`config.mk`:
```
export PLATFORM = sky130hd
export DESIGN_NAME = multicycle_control_unit
export DESIGN_NICKNAME = d
export VERILOG_FILES = /design/src/rtl/rv_ctrl_pkg.sv /design/src/rtl/rv_decoder.sv /design/src/rtl/multicycle_control_unit.sv
export SDC_FILE = /design/constraint.sdc
export NUM_CORES = 1
export LEC_CHECK = 0
export CORE_MARGIN = 1.5
export CORE_UTILIZATION = 40
export DETAILED_ROUTE_END_ITERATION = 10
export PLACE_DENSITY = 0.8
export RECOVER_POWER = 100
export SYNTH_ARGS = -nofsm -noshare
export SYNTH_HDL_FRONTEND = slang
export SYNTH_SLANG_ARGS = --single-unit
```
`constraint.sdc`:
```
create_clock -name clk -period 3.4 [get_ports clk]
set_input_delay 0.51 -clock clk [delete_from_list [all_inputs] [get_ports clk]]
set_output_delay 0.51 -clock clk [all_outputs]
set_load 0.01 [all_outputs]
```
`src/rtl/rv_ctrl_pkg.sv`:
```
// Shared constants, enums and the decoded-control bundle for the
// multi-cycle RV64I control unit.
package rv_ctrl_pkg;

    localparam logic [6:0] OPC_LOAD   = 7'b0000011;
    localparam logic [6:0] OPC_OP_IMM = 7'b0010011;
    localparam logic [6:0] OPC_AUIPC  = 7'b0010111;
    localparam logic [6:0] OPC_IMM_32 = 7'b0011011;
    localparam logic [6:0] OPC_STORE  = 7'b0100011;
    localparam logic [6:0] OPC_OP     = 7'b0110011;
    localparam logic [6:0] OPC_LUI    = 7'b0110111;
    localparam logic [6:0] OPC_OP_32  = 7'b0111011;
    localparam logic [6:0] OPC_BRANCH = 7'b1100011;
    localparam logic [6:0] OPC_JALR   = 7'b1100111;
    localparam logic [6:0] OPC_JAL    = 7'b1101111;

    localparam int ALU_OP_BITS = 5;
    localparam int ALU_IMM_BIT = 5;

    typedef enum logic [4:0] {
        ALU_ADD    = 5'd0,
        ALU_SUB    = 5'd1,
        ALU_XOR    = 5'd2,
        ALU_OR     = 5'd3,
        ALU_AND    = 5'd4,
        ALU_SLL    = 5'd5,
        ALU_SRL    = 5'd6,
        ALU_SRA    = 5'd7,
        ALU_SLT    = 5'd8,
        ALU_SLTU   = 5'd9,
        ALU_MUL    = 5'd10,
        ALU_MULH   = 5'd11,
        ALU_MULHSU = 5'd12,
        ALU_MULHU  = 5'd13,
        ALU_DIV    = 5'd14,
        ALU_DIVU   = 5'd15,
        ALU_REM    = 5'd16,
        ALU_REMU   = 5'd17
    } alu_op_e;

    typedef enum logic [2:0] {
        S_FETCH     = 3'd0,
        S_DECODE    = 3'd1,
        S_EXECUTE   = 3'd2,
        S_MEM       = 3'd3,
        S_WRITEBACK = 3'd4,
        S_TRAP      = 3'd5
    } state_e;

    localparam logic [1:0] MW_BYTE   = 2'd0;
    localparam logic [1:0] MW_HALF   = 2'd1;
    localparam logic [1:0] MW_WORD   = 2'd2;
    localparam logic [1:0] MW_DOUBLE = 2'd3;

    typedef enum logic [2:0] {
        K_ALU    = 3'd0,
        K_LOAD   = 3'd1,
        K_STORE  = 3'd2,
        K_BRANCH = 3'd3,
        K_JUMP   = 3'd4,
        K_UPPER  = 3'd5
    } kind_e;

    typedef struct packed {
        kind_e      kind;
        alu_op_e    op;
        logic       use_imm;
        logic       word;
        logic       muldiv;
        logic       mem_sign;
        logic [1:0] mem_width;
    } ctrl_t;

    // alt selects sub/sra in the slots shared with add/srl
    function automatic alu_op_e alu_f3(input logic [2:0] f3, input logic alt);
        alu_op_e op;
        op = ALU_ADD;
        unique case (f3)
            3'd0: op = alt ? ALU_SUB : ALU_ADD;
            3'd1: op = ALU_SLL;
            3'd2: op = ALU_SLT;
            3'd3: op = ALU_SLTU;
            3'd4: op = ALU_XOR;
            3'd5: op = alt ? ALU_SRA : ALU_SRL;
            3'd6: op = ALU_OR;
            3'd7: op = ALU_AND;
            default: op = ALU_ADD;
        endcase
        return op;
    endfunction

endpackage

```
`src/rtl/rv_decoder.sv`:
```
// Combinational IR -> control bundle decoder with illegal detection.
// RV_MULDIV_EN adds the M-extension encodings (otherwise they are illegal).
module rv_decoder
    import rv_ctrl_pkg::*;
#(
    parameter int REG_WIDTH = 64
) (
    input  logic [31:0] i_ir,
    output ctrl_t       o_ctrl,
    output logic        o_illegal
);

    localparam logic RV32 = (REG_WIDTH == 32);

    logic [6:0] w_opc;
    logic [2:0] w_f3;
    logic [6:0] w_f7;
    logic       w_unused;

    assign w_opc    = i_ir[6:0];
    assign w_f3     = i_ir[14:12];
    assign w_f7     = i_ir[31:25];
    assign w_unused = ^{i_ir[24:15], i_ir[11:7]};

    always_comb begin
        o_ctrl           = '0;
        o_ctrl.kind      = K_ALU;
        o_ctrl.op        = ALU_ADD;
        o_ctrl.mem_width = w_f3[1:0];
        o_ctrl.mem_sign  = w_f3[2];
        o_illegal        = 1'b0;
        unique case (w_opc)
            OPC_LOAD: begin
                o_ctrl.kind    = K_LOAD;
                o_ctrl.use_imm = 1'b1;
                o_illegal = (w_f3 == 3'd7) ||
                            (RV32 && ((w_f3[1:0] == MW_DOUBLE) ||
                                      (w_f3 == 3'd6)));
            end
            OPC_STORE: begin
                o_ctrl.kind    = K_STORE;
                o_ctrl.use_imm = 1'b1;
                o_illegal = (w_f3 > 3'd3) ||
                            (RV32 && (w_f3 == 3'd3));
            end
            OPC_OP_IMM, OPC_IMM_32: begin
                o_ctrl.use_imm = 1'b1;
                o_ctrl.word    = (w_opc == OPC_IMM_32);
                o_ctrl.op      = alu_f3(w_f3, (w_f3 == 3'd5) & i_ir[30]);
                o_illegal = RV32 && (o_ctrl.word ||
                            (((w_f3 == 3'd1) || (w_f3 == 3'd5)) && i_ir[25]));
            end
            OPC_OP, OPC_OP_32: begin
                o_ctrl.word = (w_opc == OPC_OP_32);
                if (w_f7 == 7'b0000000) begin
                    o_ctrl.op = alu_f3(w_f3, 1'b0);
                end else if ((w_f7 == 7'b0100000) &&
                             ((w_f3 == 3'd0) || (w_f3 == 3'd5))) begin
                    o_ctrl.op = alu_f3(w_f3, 1'b1);
`ifdef RV_MULDIV_EN
                end else if (w_f7 == 7'b0000001) begin
                    o_ctrl.op     = alu_op_e'(5'd10 + {2'b00, w_f3});
                    o_ctrl.muldiv = 1'b1;
`endif
                end else begin
                    o_illegal = 1'b1;
                end
                if (RV32 && o_ctrl.word) begin
                    o_illegal = 1'b1;
                end
            end
            OPC_BRANCH: begin
                o_ctrl.kind = K_BRANCH;
                o_ctrl.op   = ALU_SUB;
            end
            OPC_JAL, OPC_JALR: begin
                o_ctrl.kind    = K_JUMP;
                o_ctrl.use_imm = 1'b1;
            end
            OPC_LUI, OPC_AUIPC: begin
                o_ctrl.kind    = K_UPPER;
                o_ctrl.use_imm = 1'b1;
            end
            default: o_illegal = 1'b1;
        endcase
    end

endmodule

```
`src/rtl/multicycle_control_unit.sv`:
```
// Multi-cycle RV64I control FSM: FETCH/DECODE/EXECUTE/MEM/WRITEBACK/TRAP.
// RV_MULDIV_EN adds the mul_done port and the M-extension EXECUTE stall.
module multicycle_control_unit
    import rv_ctrl_pkg::*;
#(
    parameter int REG_WIDTH     = 64,
    parameter int ALU_CTRL_BITS = ALU_IMM_BIT + 1
) (
    input  logic                     clk,
    input  logic                     rst,
    input  logic                     instr_valid,
    input  logic [31:0]              instruction,
    output logic                     instr_ready,
    input  logic                     mem_ready,
`ifdef RV_MULDIV_EN
    input  logic                     mul_done,
`endif
    output logic [ALU_CTRL_BITS-1:0] ALUCtrl,
    output logic                     alu_word,
    output logic                     branch,
    output logic                     MemRead,
    output logic                     MemWrite,
    output logic                     MemSign,
    output logic [1:0]               MemWidth,
    output logic                     MemtoReg,
    output logic                     RegWrite,
    output logic                     PCWrite,
    output logic                     IRWrite,
    output logic                     illegal,
    output logic [2:0]               state
);

    if (ALU_CTRL_BITS < 6) begin : g_bad_width
        $error("ALU_CTRL_BITS must be at least 6");
    end

    state_e                   r_state;
    state_e                   w_next;
    logic [31:0]              r_ir;
    ctrl_t                    r_ctrl;
    ctrl_t                    w_ctrl;
    logic                     w_dec_illegal;
    logic                     w_mul_done;
    logic                     w_stall;
    logic [ALU_CTRL_BITS-1:0] w_alu;

    rv_decoder #(
        .REG_WIDTH (REG_WIDTH)
    ) u_dec (
        .i_ir      (r_ir),
        .o_ctrl    (w_ctrl),
        .o_illegal (w_dec_illegal)
    );

`ifdef RV_MULDIV_EN
    assign w_mul_done = mul_done;
`else
    assign w_mul_done = 1'b1;
`endif

    assign w_stall = r_ctrl.muldiv & ~w_mul_done;
    assign state   = r_state;

    always_comb begin
        w_alu                    = '0;
        w_alu[ALU_OP_BITS-1:0]   = r_ctrl.op;
        w_alu[ALU_CTRL_BITS-1]   = r_ctrl.use_imm;
    end

    always_ff @(posedge clk) begin
        if (rst) begin
            r_state <= S_FETCH;
            r_ir    <= '0;
            r_ctrl  <= '0;
        end else begin
            r_state <= w_next;
            if (IRWrite) begin
                r_ir <= instruction;
            end
            if (r_state == S_DECODE) begin
                r_ctrl <= w_ctrl;
            end
        end
    end

    always_comb begin
        w_next      = r_state;
        instr_ready = 1'b0;
        IRWrite     = 1'b0;
        ALUCtrl     = '0;
        alu_word    = 1'b0;
        branch      = 1'b0;
        MemRead     = 1'b0;
        MemWrite    = 1'b0;
        MemSign     = 1'b0;
        MemWidth    = 2'd0;
        MemtoReg    = 1'b0;
        RegWrite    = 1'b0;
        PCWrite     = 1'b0;
        illegal     = 1'b0;
        unique case (r_state)
            S_FETCH: begin
                instr_ready = 1'b1;
                if (instr_valid) begin
                    IRWrite = 1'b1;
                    w_next  = S_DECODE;
                end
            end
            S_DECODE: begin
                w_next = w_dec_illegal ? S_TRAP : S_EXECUTE;
            end
            S_EXECUTE: begin
                ALUCtrl  = w_alu;
                alu_word = r_ctrl.word;
                unique case (r_ctrl.kind)
                    K_LOAD, K_STORE: w_next = S_MEM;
                    K_BRANCH: begin
                        branch  = 1'b1;
                        PCWrite = 1'b1;
                        w_next  = S_FETCH;
                    end
                    K_JUMP: begin
                        branch  = 1'b1;
                        PCWrite = 1'b1;
                        w_next  = S_WRITEBACK;
                    end
                    default: w_next = w_stall ? S_EXECUTE : S_WRITEBACK;
                endcase
            end
            S_MEM: begin
                MemRead  = (r_ctrl.kind == K_LOAD);
                MemWrite = (r_ctrl.kind == K_STORE);
                MemSign  = r_ctrl.mem_sign;
                MemWidth = r_ctrl.mem_width;
                if (mem_ready) begin
                    if (r_ctrl.kind == K_STORE) begin
                        PCWrite = 1'b1;
                        w_next  = S_FETCH;
                    end else begin
                        w_next  = S_WRITEBACK;
                    end
                end
            end
            S_WRITEBACK: begin
                RegWrite = 1'b1;
                MemtoReg = (r_ctrl.kind == K_LOAD);
                // jumps already pulsed PCWrite in EXECUTE
                PCWrite  = (r_ctrl.kind != K_JUMP);
                w_next   = S_FETCH;
            end
            S_TRAP: begin
                illegal = 1'b1;
            end
            default: w_next = S_FETCH;
        endcase
    end

endmodule

```
==> results by group <==
Final layout
  – Layout area overhead: 24.8%
  – Layout cells sized above 1: 6.99%
  – N_diodes: 0
  – Most common cell after layout, fill and taps aside: nand2_1
  – Most frequent cells in the layout: nand2_1, dfxtp_1, a21oi_1
  – Post-route insts no fill: 353
  – Nets: 325

Pwr
  – PD cells: 513 mW/mm²
  – Psw: 0.450 mW
  – Sequential power share: 45.7%
  – Maximum VDD drop: 0.303 mV
  – Clock power share: 23.0%
  – Logic pwr share: 31.3%
  – Switching share of power: 35.7%
  – Leak: 0.920 nW
  – Int Pwr: 0.811 mW

Timing
  – Final setup vio count: 0
  – Relative slew slack: 33.6%
  – Tmin final: 2.93 ns
  – Tcrit/Tclk final: 86.1%
  – RSZ-0062 raised after global routing: false
  – Max Clock Skew: 0.00286 ns
  – Setup TNS: 0 ns
  – Max Transition Viols Final: 0
  – Hold WS: 0.452 ns
  – Worst slew pin tran: 0.996 ns
  – Max Clk Rate: 0.342 GHz
  – Hold Vio Cnt, Final: 0

Setup path
  – Critical Path AT: 2.42 ns
  – Crit path kind: flip-flop to output pin
  – Path depth of the worst reg2reg path: 8
  – Worst endpoint required time: 2.89 ns
  – Slowest stage delay, CP: 0.59 ns
  – Worst-path fanout max: 18
  – CP Cell Sequence: nor3_1 -> nand2_1 -> clkinv_2 -> clkdlybuf4s50_1
  – Crit start category: flip-flop
  – Setup slack, reg-to-reg: 0.69 ns
  – Worst Setup End Kind: output pin
  – RR Startpoint: state[0]
  – Slowest CP cell: clkdlybuf4s50_1

Global route
  – Pin count of the biggest net entering global routing: 23
  – Initial antenna violation count: 0
  – Vias in the first global route: 1,633
  – Gr ovfl total: 0
  – Tot GR Track Use: 16.8%
  – First-pass GRT wire length: 7.04 mm

Clock network
  – # H-tree levels: 2
  – # hold bufs at CTS: 0
  – Reg clk slew, reported paths: 0.07 ns
  – Postcts setup bufs: 0
  – Clock Sinks: 37
  – Clock buffer depth: 2
  – Cts repair resizes: 0
  – Num CTS Buffers: 5
  – Clock latency on the worst-skew pair: 0.29 ns
  – CTS root buf: clkbuf_8
  – CTS tree: yes

Logic synthesis
  – Ys flop type: dfxtp_1
  – Async set-reset flop share out of synthesis: 0%
  – Yosys warns: 0
  – Synth Register Bits: 37
  – Synth area leaders: dfxtp_1, nand2_1, a21oi_1, nor2_1, and2_1
  – Synth unique cells: 57
  – Mapped cell area: 0.00197 mm²
  – Synth top area share: 37.6%
  – Cells after Synth: 250
  – Syn nets: 290
  – Avg Inst Size Synth: 7.88 µm²
  – Synth area leader: dfxtp_1
  – Register area share after synthesis: 37.6%
  – Post-synth EDFFs: 0

Floorplanning
  – Die area: 0.00536 mm²
  – Core box area: 0.00472 mm²
  – DIE WIDTH: 73.2 µm
  – Initial Util: 41.7%
  – # IOs: 58
  – Die Ht: 73.2 µm
  – Row count: 25

Hold path
  – Hold Path End: r_ir[29]
  – HP Start: r_ir[29]
  – Worst Hold Class: flip-flop to flip-flop
  – Cells on Worst Hold Path: 2

Placement
  – Port-buffer cells: 41
  – Placed insts: 345
  – GPL Wtd Cong: 0.906
  – Hpwl dp: 3.07 mm

Route
  – Drt drc: 0
  – Vias per inst: 5.03
  – Via count: 1,777
  – Antenna violation net count after detailed routing: 0
  – Final wirelength: 4.11 mm
  – WL per Instance: 11.6 µm
  – Number of DRC markers in iteration 0: 60
  – Pre-Repair DR Iteration Count: 6

Run
  – Max Cap Violations: 0

Run status
  – Status: finished clean
[critical path, delay by kind of cell, from the launching register on]
family / cells / cell delay [ns]
buf+inv: 2 / 0.95
flops: 1 / 0.39
simple gates: 2 / 0.78
[worst max-delay path by stage]
stage                      from        end  cells after the start
floorplan              state[0]  flip-flop                      9
global placement    instr_valid    IRWrite                      4
detailed placement  instr_valid  flip-flop                      8
CTS                    state[1]    PCWrite                      5
global route           state[0]    IRWrite                      4
finish                 state[0]    IRWrite                      4
[cells in the mapped netlist, drive strengths merged (2+ instances only)]
cell type	count
nor3b	2
nand2	54
nor2b	3
and2	9
o311ai	2
a211oi	3
o22ai	2
a21oi	28
nor3	9
nor2	18
ha	4
clkbuf	7
inv	10
a32oi	2
and3	2
nand3	2
buf	8
xor2	2
nor4	4
a31oi	2
or3	2
mux2	3
dfxtp	37
o21ai	8
nand2b	7
[cell type report]
type / count / area, µm²
clock inverters: 2 / 10.0
well taps: 67 / 83.8
multi-input cells: 187 / 1090
clock buffers: 6 / 72.6
fillers: 451 / 2260
inverters: 11 / 42.5
flip-flops and latches: 37 / 741
repair buffers: 43 / 422
[power by group through the flow]
stage / clock, mW / combinational [mW] / sequential [mW]
2_1_floorplan: 0 / 0.324 / 0.547
3_3_place_gp: 0 / 0.406 / 0.586
3_5_place_dp: 0 / 0.415 / 0.588
4_1_cts: 0.297 / 0.419 / 0.578
5_1_grt: 0.321 / 0.444 / 0.589
6_report: 0.290 / 0.395 / 0.576
[per-layer routing]
metal / part of all wire (%) / global-route usage (%) / vias to the layer above
met1: 46 / 20.0 / 807
met2: 48 / 29.2 / 38
li1: - / - / 926
met4: 1.3 / 5.24 / 0
met3: 4.3 / 4.56 / 6
met5: 0 / 0 / -
[per-stage QoR]
| step | total power [mW] | utilization, % | setup WS [ns] | instance area (µm²) |
|---|---|---|---|---|
| floorplan | 0.871 | - | 1.36 | 1970 |
| global placement | 0.992 | 50.8 | 0.750 | 2400 |
| detailed placement | 1.00 | 50.8 | 0.695 | 2400 |
| CTS | 1.29 | 52.6 | 0.584 | 2480 |
| global route | 1.35 | 52.1 | 0.253 | 2460 |
| finish | 1.26 | 52.1 | 0.473 | 2460 |
[cell families after synthesis]
| logic type | Yosys count | share of synthesized area [%] |
|---|---|---|
| other | 1 | 0.190 |
| multiplexers | 4 | 2.22 |
| buffers and inverters | 26 | 6.22 |
| AO/OA/AOI/OAI | 58 | 20.4 |
| AND/OR/NAND/NOR | 117 | 29.5 |
| XOR/XNOR | 3 | 1.33 |
| flip-flops | 37 | 37.6 |
| adder cells (fa/ha/maj) | 4 | 2.54 |
(Power assumes the default switching activity.)
